File: config.mk
export PLATFORM = sky130hd
export DESIGN_NAME = i2c_read_scheduler
export DESIGN_NICKNAME = d
export VERILOG_FILES = /design/src/rtl/i2c_read_scheduler.sv
export SDC_FILE = /design/constraint.sdc
export NUM_CORES = 1
export LEC_CHECK = 0
export BUFFER_PORTS_ARGS = -buffer_cell sky130_fd_sc_hd__buf_2
export CAP_MARGIN = 20
export CORE_ASPECT_RATIO = 1.25
export CORE_UTILIZATION = 30
export CTS_CLUSTER_DIAMETER = 40
export DETAILED_ROUTE_END_ITERATION = 7
export PLACE_DENSITY = 0.62
export SLEW_MARGIN = 20
export SYNTH_ARGS = -nofsm -noshare
export SYNTH_HDL_FRONTEND = slang
export SYNTH_SLANG_ARGS = --single-unit
File: constraint.sdc
create_clock -name clk -period 4.1 [get_ports clk]
set_clock_uncertainty 0.1 [all_clocks]
set_input_delay 0.205 -clock clk [delete_from_list [all_inputs] [get_ports clk]]
set_output_delay 0.205 -clock clk [all_outputs]
set_load 0.02 [all_outputs]
File: src/rtl/i2c_read_scheduler.sv
// Read-side sequencer for the I2C peripheral: selects a byte source by address,
// feeds the byte transmitter one byte at a time and handles the master's ACK/NACK slot.
module i2c_read_scheduler #(
    parameter int MAX_BYTES = 4
) (
    input  logic        clk,
    input  logic        rst_n,
    input  logic        txn_start,
    input  logic [6:0]  txn_addr,
    input  logic        sda_in,
    input  logic [23:0] src_data,
    output logic [2:0]  src_pop,
    output logic [7:0]  tx_byte,
    output logic        tx_load,
    output logic        tx_enable,
    output logic [7:0]  direction,
    output logic        busy,
    output logic        done,
    output logic        nacked,
    output logic        bad_addr,
    output logic [3:0]  bytes_sent
);
    localparam logic [7:0] DIR_DRIVE = 8'h20;
    localparam logic [3:0] MAX_COUNT = 4'(MAX_BYTES);
    localparam logic [6:0] SRC_ADDR [3] = '{7'h2A, 7'h55, 7'h3F};

    typedef enum logic [2:0] {
        ST_IDLE,
        ST_LOAD,
        ST_SHIFT,
        ST_ACK,
        ST_DONE,
        ST_BAD
    } state_t;

    state_t      state_reg, state_next;
    logic [2:0]  sel_reg, sel_next;
    logic [2:0]  bit_cnt_reg, bit_cnt_next;
    logic [3:0]  bytes_sent_reg, bytes_sent_next, bytes_inc;
    logic        nacked_reg, nacked_next;

    logic [2:0]  src_pop_reg, src_pop_next;
    logic [7:0]  tx_byte_reg, tx_byte_next;
    logic        tx_load_reg, tx_enable_reg, busy_reg, done_reg, bad_addr_reg;
    logic [7:0]  direction_reg;

    logic [2:0]  addr_hit;
    logic [7:0]  src_byte [3];
    logic [7:0]  byte_sel;

    for (genvar gi = 0; gi < 3; gi++) begin : g_src
        assign addr_hit[gi]     = (txn_addr == SRC_ADDR[gi]);
        assign src_byte[gi]     = src_data[gi*8 +: 8];
        assign src_pop_next[gi] = (state_next == ST_LOAD) && sel_next[gi];
    end

    always_comb begin
        byte_sel = 8'h00;
        for (int i = 0; i < 3; i++) begin
            if (sel_next[i]) begin
                byte_sel = byte_sel | src_byte[i];
            end
        end
    end

    assign bytes_inc = (bytes_sent_reg == 4'hF) ? 4'hF : bytes_sent_reg + 4'd1;

    always_comb begin
        state_next      = state_reg;
        sel_next        = sel_reg;
        bit_cnt_next    = bit_cnt_reg;
        bytes_sent_next = bytes_sent_reg;
        nacked_next     = nacked_reg;
        case (state_reg)
            ST_IDLE: begin
                if (txn_start) begin
                    if (|addr_hit) begin
                        sel_next        = addr_hit;
                        bytes_sent_next = 4'd0;
                        nacked_next     = 1'b0;
                        state_next      = ST_LOAD;
                    end else begin
                        state_next = ST_BAD;
                    end
                end
            end
            ST_LOAD: begin
                bit_cnt_next = 3'd0;
                state_next   = ST_SHIFT;
            end
            ST_SHIFT: begin
                bit_cnt_next = bit_cnt_reg + 3'd1;
                if (bit_cnt_reg == 3'd7) begin
                    state_next = ST_ACK;
                end
            end
            ST_ACK: begin
                bytes_sent_next = bytes_inc;
                if (sda_in) begin
                    nacked_next = 1'b1;
                    state_next  = ST_DONE;
                end else if (bytes_inc < MAX_COUNT) begin
                    state_next = ST_LOAD;
                end else begin
                    state_next = ST_DONE;
                end
            end
            ST_DONE:  state_next = ST_IDLE;
            ST_BAD:   state_next = ST_IDLE;
            default:  state_next = ST_IDLE;
        endcase
    end

    // The byte is captured on the edge entering LOAD so it is stable for the whole load strobe.
    assign tx_byte_next = (state_next == ST_LOAD) ? byte_sel : tx_byte_reg;

    always_ff @(posedge clk) begin
        if (!rst_n) begin
            state_reg      <= ST_IDLE;
            sel_reg        <= 3'b000;
            bit_cnt_reg    <= 3'd0;
            bytes_sent_reg <= 4'd0;
            nacked_reg     <= 1'b0;
            src_pop_reg    <= 3'b000;
            tx_byte_reg    <= 8'h00;
            tx_load_reg    <= 1'b0;
            tx_enable_reg  <= 1'b0;
            direction_reg  <= 8'h00;
            busy_reg       <= 1'b0;
            done_reg       <= 1'b0;
            bad_addr_reg   <= 1'b0;
        end else begin
            state_reg      <= state_next;
            sel_reg        <= sel_next;
            bit_cnt_reg    <= bit_cnt_next;
            bytes_sent_reg <= bytes_sent_next;
            nacked_reg     <= nacked_next;
            src_pop_reg    <= src_pop_next;
            tx_byte_reg    <= tx_byte_next;
            tx_load_reg    <= (state_next == ST_LOAD);
            tx_enable_reg  <= (state_next == ST_SHIFT);
            direction_reg  <= ((state_next == ST_LOAD) || (state_next == ST_SHIFT)) ? DIR_DRIVE : 8'h00;
            busy_reg       <= (state_next != ST_IDLE);
            done_reg       <= (state_next == ST_DONE);
            bad_addr_reg   <= (state_next == ST_BAD);
        end
    end

    assign src_pop    = src_pop_reg;
    assign tx_byte    = tx_byte_reg;
    assign tx_load    = tx_load_reg;
    assign tx_enable  = tx_enable_reg;
    assign direction  = direction_reg;
    assign busy       = busy_reg;
    assign done       = done_reg;
    assign nacked     = nacked_reg;
    assign bad_addr   = bad_addr_reg;
    assign bytes_sent = bytes_sent_reg;
endmodule

==> metrics, run 1 <==
pin count of the biggest net entering global routing=27; number of storage elements in the synthesis netlist=31; relative contribution of sequential cells to total power=50.1%; leakage power of the design=0.000888 uW; Post-Route Setup TNS=0 ps; number of buffers created by CTS=5; sequential-to-total area share from yosys stat=40.4%; # H-tree levels=2; CP cell instances=or4b_4 > a211oi_1 > o2bb2ai_1 > a222oi_1 > a21oi_1; pin slew with the least headroom to its limit=607 ps; vias per cell=5.19; critical path endpoint category=flop; post-CTS resize count=0; clock tree root driver cell=sky130_fd_sc_hd__clkbuf_8; flip-flop count of the largest register after layout=8; clock network fraction of design power=36.9%; total clock sinks=31; total routing usage reported by global routing=14.2%; Arrival @ worst endpoint=2360 ps; internal power=480 uW; Setup-failing EPs final=0; worst min path class=in2reg; post-DP HPWL=2660 um; unrepaired setup endpoints after global routing=no; upper clock frequency limit=435 MHz; Core Rows=28; Final Slew Violations=0; crit share post-route=56.0%; Hold Path Origin=src_data[23]; violation count after the first detailed-route iteration=69; status=complete, no violations; Worst path slowest cell=sky130_fd_sc_hd__or4b_4; net switching power figure=170 uW; post-CTS setup buffer count=0; dpl cells=279; Die Footprint=0.00541 sq mm; register-to-register path setup slack=1800 ps; Endpoint, Worst Hold=tx_byte[7]$_SDFFE_PN0N_; effective utilization at floorplan=31.8%; TritonCTS clock tree=yes; total of fill cells in the finished design=527; detailed-route via count=1483; total number of yosys warnings=0; proportion of power drawn by combinational gates=13.0%; global-route wire length before repair=5910 um; highest net fanout along the worst path=13; PD cells=341 mW/mm^2; setup slack at placement=1810 ps; Hold Crit Depth=3; Avg Cell Area, Syn=8.93 sq um; Crit Reg-Reg Endpoint=tx_byte[5]$_SDFFE_PN0N_; proportion of layout cells with a drive suffix above 1=31.0%; crit start category=flop; Chip Height=82.0 um; First-pass DRT Iterations=6; most instantiated flip-flop cell in the synthesis netlist=sky130_fd_sc_hd__dfxtp_1; Worst Reg2Reg Path Length in Cells=5; post-route insts no fill=286; gr ovfl total=0; clock latency reported for the late side of the worst-skew pair=280 ps; Gate Count Post-Synth=172; number of I/O pins=64; share of async-settable or async-resettable flops after synthesis=0%; clock transition time at the flip-flop clock pins of the worst setup and hold paths=60 ps; Setup crit start=state_reg[1]$_SDFF_PN0_; library cells used by synthesis=43; Die X=66.0 um; count of final hold-check violations=0; startpoint of the worst register-to-register path=state_reg[1]$_SDFF_PN0_; CP required=4160 ps; net switching share of the total power=26.2%; summed instance area of the synthesized netlist=0.00154 sq mm; post-layout minimum cycle time=2300 ps; EDFF count, synth=0; weighted congestion at the end of routability-driven global placement=0.775; Fin Hold WS=89.0 ps; Worst path max stage delay=610 ps; fin worst setup slack=1800 ps; remaining max-slew budget at the tightest pin=59.5%; clock buffer depth=2; Post-DRT Antenna Nets=0; average detailed-routed wire length per instance=12.8 um; number of antenna violations at the first check in global routing=0; number of design rule violations left after detail routing=0; total wire length after detailed routing=3650 um; number of nets in the layout=264; number of global-route vias before repair=1286; Crit Path Category=reg2reg; number of violations of the max-capacitance limit=0; CORE AREA=0.00483 sq mm; area overhead of the layout relative to synthesis=23.9%; number of diodes added for antenna fixing=0; worst supply voltage drop on vdd=0.168 mV; quantity of hold-fixing buffers added after cts=0; Port Buf Inserts=56
## cell usage after synthesis (all sizes together) (2+ instances only)
cell    instances  share of area [%]
nor2b           2               0.81
inv             4               0.98
or2             2               0.98
or3             2               0.81
dfxtp          31                 40
a31oi           4                1.6
a22oi           2               0.98
clkbuf          6                1.5
and3            5                2.0
nor2           11                2.7
nand2           8                2.0
a22o            3                1.8
nand3           2               0.65
nor3b           3                1.5
nor3            4                1.3
buf             9                4.9
and2            8                3.3
a21boi          5                2.4
or4b            2                1.8
o31ai           7                3.4
a21oi          15                4.9
a222oi          6                3.9
nand2b          3                1.2
a211oi          2               0.98
ha              3                2.4
o21ai           9                2.9
## stage by stage
stage / util [%] / power [uW] / instance area [sq um]
after global placement: 37.6 / 415 / 1820
after global routing: 39.4 / 684 / 1900
after CTS: 39.4 / 658 / 1900
after floorplan: - / 389 / 1560
final: 39.4 / 650 / 1900
after detailed placement: 37.6 / 417 / 1820
## power by group through the flow
stage                     Clock, uW  Sequential (uW)  Combinational, uW
final                           240              326               84.4
after detailed placement          0              332               84.5
after floorplan                   0              334               55.3
after global routing            262              327               94.3
after global placement            0              332               83.6
after CTS                       248              325               84.7
## routing by layer
layer  share of wire [%]  track usage [%]  up-vias
met4                 1.1             3.83        0
met3                 6.1             4.03        5
met2                  46             21.7       54
li1                    -                -      740
met1                  47             19.3      684
met5                   0                0        -
## final cells by class
type / count / area (sq um) / area share, %
Sequential cell: 31 / 621 / 32.6
Clock inverter: 1 / 5.00 / 0.263
Inverter: 4 / 15.0 / 0.788
Timing Repair Buffer: 56 / 280 / 14.7
Multi-Input combinational cell: 128 / 826 / 43.4
Clock buffer: 6 / 82.6 / 4.34
Tap cell: 60 / 75.1 / 3.94
## worst max-delay path by stage
stage	to	slack, ps
after floorplan	direction[5]$_SDFF_PN0_	2050
after global placement	tx_byte[2]$_SDFFE_PN0N_	1800
after detailed placement	tx_byte[2]$_SDFFE_PN0N_	1810
after CTS	tx_byte[2]$_SDFFE_PN0N_	1840
after global routing	tx_byte[2]$_SDFFE_PN0N_	1650
final	tx_byte[5]$_SDFFE_PN0N_	1800
## critical path: cells and delay by family (launching register included)
family	cells	cell delay, ps
AND/OR/NAND/NOR	1	610
flip-flops	1	430
AO/OA/AOI/OAI	4	1030
## placed cells by master, fill, tap and decap left out, types with 2 or more instances in the layout
cell                       count
sky130_fd_sc_hd__buf_2        56
sky130_fd_sc_hd__dfxtp_1      31
sky130_fd_sc_hd__a21oi_1      15
sky130_fd_sc_hd__nor2_1       11
sky130_fd_sc_hd__o21ai_0       9
sky130_fd_sc_hd__nand2_1       8
sky130_fd_sc_hd__and2_1        8
sky130_fd_sc_hd__o31ai_1       7
sky130_fd_sc_hd__conb_1        7
sky130_fd_sc_hd__a222oi_1      6
sky130_fd_sc_hd__clkbuf_8      6
sky130_fd_sc_hd__and3_1        5
sky130_fd_sc_hd__a21boi_0      5
sky130_fd_sc_hd__nor3_1        4
sky130_fd_sc_hd__inv_1         4
sky130_fd_sc_hd__a31oi_1       4
sky130_fd_sc_hd__nand2b_1      3
sky130_fd_sc_hd__nor3b_1       3
sky130_fd_sc_hd__ha_1          3
sky130_fd_sc_hd__or4b_4        2
sky130_fd_sc_hd__nand3_1       2
sky130_fd_sc_hd__or3_1         2
sky130_fd_sc_hd__a22oi_1       2
sky130_fd_sc_hd__a211oi_1      2
sky130_fd_sc_hd__nor2b_1       2
sky130_fd_sc_hd__a22o_1        2
## cell families after synthesis
| group | share of synthesized area (%) |
|---|---|
| AO/OA/AOI/OAI | 29.5 |
| AND/OR/NAND/NOR | 20.1 |
| flip-flops | 40.4 |
| buffers and inverters | 7.33 |
| adder cells (fa/ha/maj) | 2.44 |
| other | 0.244 |
No activity file was read; power rests on OpenSTA's default activity.
==> run 2: changes to the inputs <==
--- a/config.mk
+++ b/config.mk
@@ -5,13 +5,14 @@
 export SDC_FILE = /design/constraint.sdc
 export NUM_CORES = 1
 export LEC_CHECK = 0
+export ABC_AREA = 1
 export BUFFER_PORTS_ARGS = -buffer_cell sky130_fd_sc_hd__buf_2
 export CAP_MARGIN = 20
 export CORE_ASPECT_RATIO = 1.25
 export CORE_UTILIZATION = 30
 export CTS_CLUSTER_DIAMETER = 40
 export DETAILED_ROUTE_END_ITERATION = 7
-export PLACE_DENSITY = 0.62
+export PLACE_DENSITY = 0.64
 export SLEW_MARGIN = 20
 export SYNTH_ARGS = -nofsm -noshare
 export SYNTH_HDL_FRONTEND = slang
==> constraint.sdc (replaced) <==
create_clock -name clk -period 2.1 [get_ports clk]
set_clock_uncertainty 0.1 [all_clocks]
set_input_delay 0.105 -clock clk [delete_from_list [all_inputs] [get_ports clk]]
set_output_delay 0.105 -clock clk [all_outputs]
set_load 0.02 [all_outputs]
==> run 2 against run 1 <==
Effect of this change: count of clock-buffer cells in the layout increased by 2; sequential share of layout area decreased by 0.97 points; synthesized cell count increased by 31%; critical path depth increased by 7; sequential cell count unchanged; register-to-register slack got worse by 1600 ps; sequential power increased by 98%; worst setup slack got worse by 1600 ps; cell count increased by 22%; wire length decreased by 1.8%; critical path type unchanged; critical endpoint is now src_pop[2]$_SDFF_PN0_.
==> metrics, run 2 <==
Arrival @ worst endpoint=1990 ps (was 2360 ps); startpoint of the worst register-to-register path=bytes_sent[0]$_SDFFE_PN0P_ (was state_reg[1]$_SDFF_PN0_); Die Footprint=0.00544 sq mm (was 0.00541 sq mm); Worst Reg2Reg Path Length in Cells=12 (was 5); Post-DRT Antenna Nets=0 (unchanged); clock network fraction of design power=35.6% (was 36.9%); # H-tree levels=2 (unchanged); commonest cells after routing, fill and taps aside=70 x sky130_fd_sc_hd__nand2_1, 56 x sky130_fd_sc_hd__buf_2, 34 x sky130_fd_sc_hd__nor2_1 (was 56 x sky130_fd_sc_hd__buf_2, 31 x sky130_fd_sc_hd__dfxtp_1, 15 x sky130_fd_sc_hd__a21oi_1); effective utilization at floorplan=31.9% (was 31.8%); upper clock frequency limit=535 MHz (was 435 MHz); CP required=2220 ps (was 4160 ps); dpl cells=338 (was 279); Worst path max stage delay=370 ps (was 610 ps); total clock sinks=31 (unchanged); number of violations of the max-capacitance limit=0 (unchanged); total of fill cells in the finished design=521 (was 527); proportion of power drawn by combinational gates=19.3% (was 13.0%); Final Slew Violations=0 (unchanged); summed instance area of the synthesized netlist=0.00154 sq mm (about the same); global-route wire length before repair=5750 um (was 5910 um); Core Rows=28 (unchanged); total number of yosys warnings=0 (unchanged); total routing usage reported by global routing=14.3% (was 14.2%); gr ovfl total=0 (unchanged); vias per cell=4.36 (was 5.19); top-area cell type share of the netlist area=40.2% (was 40.4%); quantity of hold-fixing buffers added after cts=0 (unchanged); clock buffer depth=2 (unchanged); most area-hungry cell type in the Yosys netlist=sky130_fd_sc_hd__dfxtp_1 (unchanged); Chip Height=82.2 um (was 82.0 um); count of final hold-check violations=0 (unchanged); total cell area at the placement stage=0.00185 sq mm (was 0.00182 sq mm); count of buffer and inverter cells on the critical path=2 (was 0); CP cell instances=ha_2 > inv_1 > nand2_1 > nand3_1 > nor2_2 > nand3_1 > nand2_2 > nand2_4 > nor2_8 > buf_6 > nand2_4 > nor2_1 (was or4b_4 > a211oi_1 > o2bb2ai_1 > a222oi_1 > a21oi_1); most instantiated flip-flop cell in the synthesis netlist=sky130_fd_sc_hd__dfxtp_1 (unchanged); sequential-to-total area share from yosys stat=40.2% (was 40.4%); crit start category=flop (unchanged); TritonCTS clock tree=yes (unchanged); net switching share of the total power=28.1% (was 26.2%); critical path endpoint category=flop (unchanged); number of buffers created by CTS=5 (unchanged); unrepaired setup endpoints after global routing=no (unchanged); cell family with most CP delay=simple AND/OR/NAND/NOR gates (was compound AO/OA/AOI/OAI gates); Setup-failing EPs final=0 (unchanged); Post-Route Setup TNS=0 ps (unchanged); number of nets in the layout=325 (was 264); leakage power of the design=0.00103 uW (was 0.000888 uW); number of antenna violations at the first check in global routing=0 (unchanged); number of diodes added for antenna fixing=0 (unchanged); setup slack at placement=177 ps (was 1810 ps); final design area excluding fillers=0.00197 sq mm (was 0.00190 sq mm); Worst path slowest cell=sky130_fd_sc_hd__dfxtp_2 (was sky130_fd_sc_hd__or4b_4); total wire length after detailed routing=3590 um (was 3650 um); register-to-register path setup slack=230 ps (was 1800 ps); CORE AREA=0.00483 sq mm (unchanged); worst supply voltage drop on vdd=0.339 mV (was 0.168 mV); Setup crit start=bytes_sent[0]$_SDFFE_PN0P_ (was state_reg[1]$_SDFF_PN0_); proportion of layout cells with a drive suffix above 1=30.2% (was 31.0%); clock latency reported for the late side of the worst-skew pair=280 ps (about the same); Avg Cell Area, Syn=6.83 sq um (was 8.93 sq um); EDFF count, synth=0 (unchanged); crit share post-route=89.0% (was 56.0%); net switching power figure=401 uW (was 170 uW); number of I/O pins=64 (unchanged); Die X=66.2 um (was 66.0 um); number of design rule violations left after detail routing=0 (unchanged); most common cell after layout, fill and taps aside=sky130_fd_sc_hd__nand2_1 (was sky130_fd_sc_hd__buf_2); pin count of the biggest net entering global routing=18 (was 27); PD cells=724 mW/mm^2 (was 341 mW/mm^2); clock tree root driver cell=sky130_fd_sc_hd__clkbuf_8 (unchanged); area overhead of the layout relative to synthesis=27.6% (was 23.9%); First-pass DRT Iterations=4 (was 6); weighted congestion at the end of routability-driven global placement=0.787 (was 0.775); share of async-settable or async-resettable flops after synthesis=0% (unchanged); number of storage elements in the synthesis netlist=31 (unchanged); library cells used by synthesis=25 (was 43); flip-flop count of the largest register after layout=8 (unchanged); post-route insts no fill=348 (was 286); most instantiated cells after synthesis=70 x sky130_fd_sc_hd__nand2_1, 34 x sky130_fd_sc_hd__nor2_1, 31 x sky130_fd_sc_hd__dfxtp_1 (was 31 x sky130_fd_sc_hd__dfxtp_1, 15 x sky130_fd_sc_hd__a21oi_1, 11 x sky130_fd_sc_hd__nor2_1); internal power=1030 uW (was 480 uW); detailed-route via count=1518 (was 1483); most area-consuming cells after synthesis=sky130_fd_sc_hd__dfxtp_1 40%, sky130_fd_sc_hd__nand2_1 17%, sky130_fd_sc_hd__nor2_1 8.3% (was sky130_fd_sc_hd__dfxtp_1 40%, sky130_fd_sc_hd__a21oi_1 4.9%, sky130_fd_sc_hd__a222oi_1 3.9%); Crit Path Category=reg2reg (unchanged); worst min path class=in2reg (unchanged); clock transition time at the flip-flop clock pins of the worst setup and hold paths=60 ps (about the same); status=complete, no violations (unchanged); total power=1430 uW (was 650 uW); capture point of the critical path=src_pop[2]$_SDFF_PN0_ (was tx_byte[5]$_SDFFE_PN0N_); violation count after the first detailed-route iteration=32 (was 69); Port Buf Inserts=56 (unchanged); average detailed-routed wire length per instance=10.3 um (was 12.8 um); Crit Reg-Reg Endpoint=src_pop[2]$_SDFF_PN0_ (was tx_byte[5]$_SDFFE_PN0N_); most frequent cell after synthesis=sky130_fd_sc_hd__nand2_1 (was sky130_fd_sc_hd__dfxtp_1); Gate Count Post-Synth=226 (was 172); fin worst setup slack=231 ps (was 1800 ps); WP depth=12 (was 5); number of global-route vias before repair=1404 (was 1286); post-layout minimum cycle time=1870 ps (was 2300 ps); highest net fanout along the worst path=10 (was 13); post-DP HPWL=2630 um (was 2660 um); relative contribution of sequential cells to total power=45.2% (was 50.1%)
[run 2: cell types whose count changed after synthesis, moves of 5 or more]
cell                       before  now
sky130_fd_sc_hd__o21ai_0        9    4
sky130_fd_sc_hd__nand3_1        2   17
sky130_fd_sc_hd__clkbuf_1       6    1
sky130_fd_sc_hd__nor2_1        11   34
sky130_fd_sc_hd__nand2_1        8   70
sky130_fd_sc_hd__inv_1          4   16
sky130_fd_sc_hd__and2_1         8    0
sky130_fd_sc_hd__o21ai_1        0    9
sky130_fd_sc_hd__a21boi_0       5    0
sky130_fd_sc_hd__inv_2          0    7
sky130_fd_sc_hd__a222oi_1       6    0
sky130_fd_sc_hd__o31ai_1        7    0
sky130_fd_sc_hd__a21oi_1       15    8
sky130_fd_sc_hd__and3_1         5    0
[run 2: routing by layer]
layer  vias to the layer above  GRT usage (%)  wire (um)
met5                         -              0          0
met4                         0           7.02         80
met3                         5           4.67        167
met2                        32           25.1       1790
met1                       666           15.3       1550
li1                        815              -          -
[run 2: kinds of logic (layout without fill, tap and decap cells)]
family,count (synthesis),count (layout),synth area share [%]
compound gates,23,23,7.70
fa+ha+maj,3,3,2.43
buf+inv,33,89,10.5
flops,31,31,40.2
other cells,1,7,0.243
simple gates,135,135,39.0
[run 2: timing repair]
action                     4_1_cts  5_1_grt
setup endpoints to repair        0        8
gates resized for setup          0        5
setup buffers                    0        2
[run 2: worst min-delay path by stage]
stage / from / endpoint / slack [ps] / depth (start not counted)
2_1_floorplan: rst_n / tx_load$_SDFF_PN0_ / 110 / 2
3_3_place_gp: src_data[16] / tx_byte[0]$_SDFFE_PN0N_ / 300 / 5
3_5_place_dp: src_data[16] / tx_byte[0]$_SDFFE_PN0N_ / 310 / 5
4_1_cts: src_data[21] / tx_byte[5]$_SDFFE_PN0N_ / 20 / 5
5_1_grt: src_data[10] / tx_byte[2]$_SDFFE_PN0N_ / 40 / 5
6_report: src_data[19] / tx_byte[3]$_SDFFE_PN0N_ / 20 / 5
[run 2: cell type report]
type	instances	area, sq um	share of cell area (%)
clock buffers	8	100	5.08
flip-flops and latches	31	623	31.6
well taps	60	75.1	3.81
inverters	23	86.3	4.38
multi-input cells	168	787	39.9
repair buffers	58	299	15.2
[run 2: power by group through the flow]
stage | registers [uW] | logic, uW | clock network, uW
global route | 648 | 310 | 550
detailed placement | 657 | 265 | 0
global placement | 658 | 263 | 0
CTS | 644 | 266 | 522
finish | 644 | 275 | 507
floorplan | 695 | 156 | 0
[run 2: worst register-to-register path, cell delays in order (launching register included)]
cell	delay, ps
sky130_fd_sc_hd__dfxtp_2	370
sky130_fd_sc_hd__ha_2	210
sky130_fd_sc_hd__inv_1	60
sky130_fd_sc_hd__nand2_1	50
sky130_fd_sc_hd__nand3_1	90
sky130_fd_sc_hd__nor2_2	110
sky130_fd_sc_hd__nand3_1	90
sky130_fd_sc_hd__nand2_2	110
sky130_fd_sc_hd__nand2_4	70
sky130_fd_sc_hd__nor2_8	190
sky130_fd_sc_hd__buf_6	170
sky130_fd_sc_hd__nand2_4	80
sky130_fd_sc_hd__nor2_1	100
[run 2: stage by stage]
step	hold slack [ps]	utilization (%)
after floorplan	111	-
after global placement	304	38.2
after detailed placement	315	38.2
after CTS	20.7	40.3
after global routing	37.7	40.8
final	20.3	40.8
==> run 3: changes to the inputs <==
--- a/config.mk
+++ b/config.mk
@@ -6,13 +6,13 @@
 export NUM_CORES = 1
 export LEC_CHECK = 0
 export ABC_AREA = 1
-export BUFFER_PORTS_ARGS = -buffer_cell sky130_fd_sc_hd__buf_2
 export CAP_MARGIN = 20
 export CORE_ASPECT_RATIO = 1.25
 export CORE_UTILIZATION = 30
 export CTS_CLUSTER_DIAMETER = 40
 export DETAILED_ROUTE_END_ITERATION = 7
-export PLACE_DENSITY = 0.64
+export DONT_BUFFER_PORTS = 1
+export PLACE_DENSITY = 0.53
 export SLEW_MARGIN = 20
 export SYNTH_ARGS = -nofsm -noshare
 export SYNTH_HDL_FRONTEND = slang
==> run 3 against run 2 <==
Effect of this change: register-to-register slack is essentially flat; non-clock buffer count shrank 30; critical path type unchanged; worst setup slack lost 7.6 ps; first-iteration DRC count grew 66%; die area is the same; wire length grew 5.7%; maximum frequency shrank 0.40%; largest power group unchanged; via count shrank 6.6%; global-route usage grew 0.39 points; sequential share of layout area grew 0.55 points; cell area shrank 2.1%; critical endpoint is now tx_byte[2]$_SDFFE_PN0N_.
==> metrics, run 3 (synthesized netlist as in run 2, its figures left out) <==
met1 capacity usage during global routing=14.0% (was 15.3%); most common cell after layout, fill and taps aside=sky130_fd_sc_hd__nand2_1 (unchanged); Worst path slowest cell=sky130_fd_sc_hd__dfxtp_1 (was sky130_fd_sc_hd__dfxtp_2); post-CTS setup buffer count=0 (unchanged); worst min path class=in2reg (unchanged); number of violations of the max-capacitance limit=0 (unchanged); Die Footprint=0.00544 sq mm (unchanged); clock buffer depth=2 (unchanged); routing usage on met3=4.81% (was 4.67%); met2 layer usage reported by global route=27.4% (was 25.1%); remaining max-slew budget at the tightest pin=66.6%; CORE AREA=0.00483 sq mm (unchanged); count of final hold-check violations=0 (unchanged); effective utilization at floorplan=31.9% (unchanged); Core Rows=28 (unchanged); Setup-failing EPs final=0 (unchanged); Die X=66.2 um (unchanged); post-layout minimum cycle time=1880 ps (was 1870 ps); flip-flop count of the largest register after layout=8 (unchanged); Post-DRT Antenna Nets=0 (unchanged); CP cell instances=nand2_2 > nor2_2 > nand2_1 > nand2_1 > nand3_1 > nand2_2 > nand2_4 > nor2_8 > nand2_1 > nor2_1 > nor2_1 (was ha_2 > inv_1 > nand2_1 > nand3_1 > nor2_2 > nand3_1 > nand2_2 > nand2_4 > nor2_8 > buf_6 > nand2_4 > nor2_1); critical path endpoint category=flop (unchanged); worst supply voltage drop on vdd=0.288 mV (was 0.339 mV); cell family with most CP delay=simple AND/OR/NAND/NOR gates (unchanged); clock transition time at the flip-flop clock pins of the worst setup and hold paths=70 ps (was 60 ps); status=complete, no violations (unchanged); quantity of hold-fixing buffers added after cts=26 (was 0); pin slew with the least headroom to its limit=500 ps; gr ovfl total=0 (unchanged); fin worst setup slack=224 ps (was 231 ps); Worst path max stage delay=540 ps (was 370 ps); upper clock frequency limit=533 MHz (was 535 MHz); crit share post-route=89.4% (was 89.0%); number of antenna violations at the first check in global routing=0 (unchanged); weighted congestion at the end of routability-driven global placement=0.716 (was 0.787); pin count of the biggest net entering global routing=18 (unchanged); global-route wire length before repair=5730 um (was 5750 um); # H-tree levels=2 (unchanged); post-DP HPWL=2440 um (was 2630 um); CP required=2180 ps (was 2220 ps); Final Slew Violations=0 (unchanged); area overhead of the layout relative to synthesis=25.0% (was 27.6%); total routing usage reported by global routing=14.7% (was 14.3%); total wire length after detailed routing=3790 um (was 3590 um); Post-Route Setup TNS=0 ps (unchanged); number of design rule violations left after detail routing=0 (unchanged); highest net fanout along the worst path=17 (was 10); average detailed-routed wire length per instance=12.0 um (was 10.3 um); global-route layer with the greatest usage=met2 (unchanged); number of buffers created by CTS=5 (unchanged); number of global-route vias before repair=1312 (was 1404); Chip Height=82.2 um (unchanged); Arrival @ worst endpoint=1950 ps (was 1990 ps); clock tree root driver cell=sky130_fd_sc_hd__clkbuf_8 (unchanged); proportion of layout cells with a drive suffix above 1=10.9% (was 30.2%); detailed-route via count=1418 (was 1518); unrepaired setup endpoints after global routing=no (unchanged); number of I/O pins=64 (unchanged); Port Buf Inserts=0 (was 56); count of buffer and inverter cells on the critical path=0 (was 2); violation count after the first detailed-route iteration=53 (was 32); number of diodes added for antenna fixing=0 (unchanged); Critical Path Most Common Cell=sky130_fd_sc_hd__nand2_1; number of nets in the layout=295 (was 325); PD cells=706 mW/mm^2 (was 724 mW/mm^2); crit start category=flop (unchanged); TritonCTS clock tree=yes (unchanged); vias per cell=4.47 (was 4.36); leakage power of the design=0.000890 uW (was 0.00103 uW); Crit Path Category=reg2reg (unchanged); clock latency reported for the late side of the worst-skew pair=280 ps (about the same); setup slack at placement=213 ps (was 177 ps); total clock sinks=31 (unchanged); commonest cells after routing, fill and taps aside=70 x sky130_fd_sc_hd__nand2_1, 34 x sky130_fd_sc_hd__nor2_1, 31 x sky130_fd_sc_hd__dfxtp_1 (was 70 x sky130_fd_sc_hd__nand2_1, 56 x sky130_fd_sc_hd__buf_2, 34 x sky130_fd_sc_hd__nor2_1); First-pass DRT Iterations=4 (unchanged); post-CTS resize count=0 (unchanged)
-- run 3: worst paths after layout --
kind | start | end | slack, ps | cells past startpoint
worst max register to register | bytes_sent[2]$_SDFFE_PN0P_ | tx_byte[2]$_SDFFE_PN0N_ | 220 | 11
worst min-delay path | rst_n | sel_reg[0]$_SDFF_PN0_ | 120 | 2
worst min register to register | bit_cnt_reg[0]$_SDFFE_PN0P_ | bit_cnt_reg[0]$_SDFFE_PN0P_ | 370 | 1
worst max-delay path | bytes_sent[2]$_SDFFE_PN0P_ | tx_byte[2]$_SDFFE_PN0N_ | 220 | 11
-- run 3: report_power, final --
| group | internal (uW) | total (uW) | leakage [uW] | switching, uW |
|---|---|---|---|---|
| logic | 83.7 | 204 | 0.000590 | 120 |
| registers | 626 | 687 | 0.000252 | 60.5 |
| clock network | 257 | 472 | 0.0000470 | 215 |
-- run 3: metrics by stage --
step	instance area, sq um	std cells	power [uW]	hold slack [ps]	util, %
floorplan	1570	232	851	111	-
global placement	1580	284	862	138	32.7
detailed placement	1580	284	862	135	32.7
CTS	1930	317	1390	122	39.9
global route	1930	317	1440	142	39.9
finish	1930	317	1360	116	39.9
-- run 3: final cells by class --
type,count,area [sq um]
Clock buffer,6,82.6
Clock inverter,1,5.00
Fill cell,524,2910
Inverter,23,86.3
Multi-Input combinational cell,168,785
Sequential cell,31,621
Tap cell,60,75.1
Timing Repair Buffer,28,275
-- run 3: per-layer routing --
layer | part of all wire, % | vias to the layer above
met5 | 0 | -
met4 | 2.1 | 0
met3 | 4.8 | 6
met2 | 54 | 34
met1 | 39 | 629
li1 | - | 749
-- run 3: worst register-to-register path, stage by stage (launching register included) --
cell                      delay (ps)
sky130_fd_sc_hd__dfxtp_1         540
sky130_fd_sc_hd__nand2_2         140
sky130_fd_sc_hd__nor2_2          100
sky130_fd_sc_hd__nand2_1          60
sky130_fd_sc_hd__nand2_1          90
sky130_fd_sc_hd__nand3_1         100
sky130_fd_sc_hd__nand2_2         110
sky130_fd_sc_hd__nand2_4          70
sky130_fd_sc_hd__nor2_8          230
sky130_fd_sc_hd__nand2_1          80
sky130_fd_sc_hd__nor2_1          110
sky130_fd_sc_hd__nor2_1           40
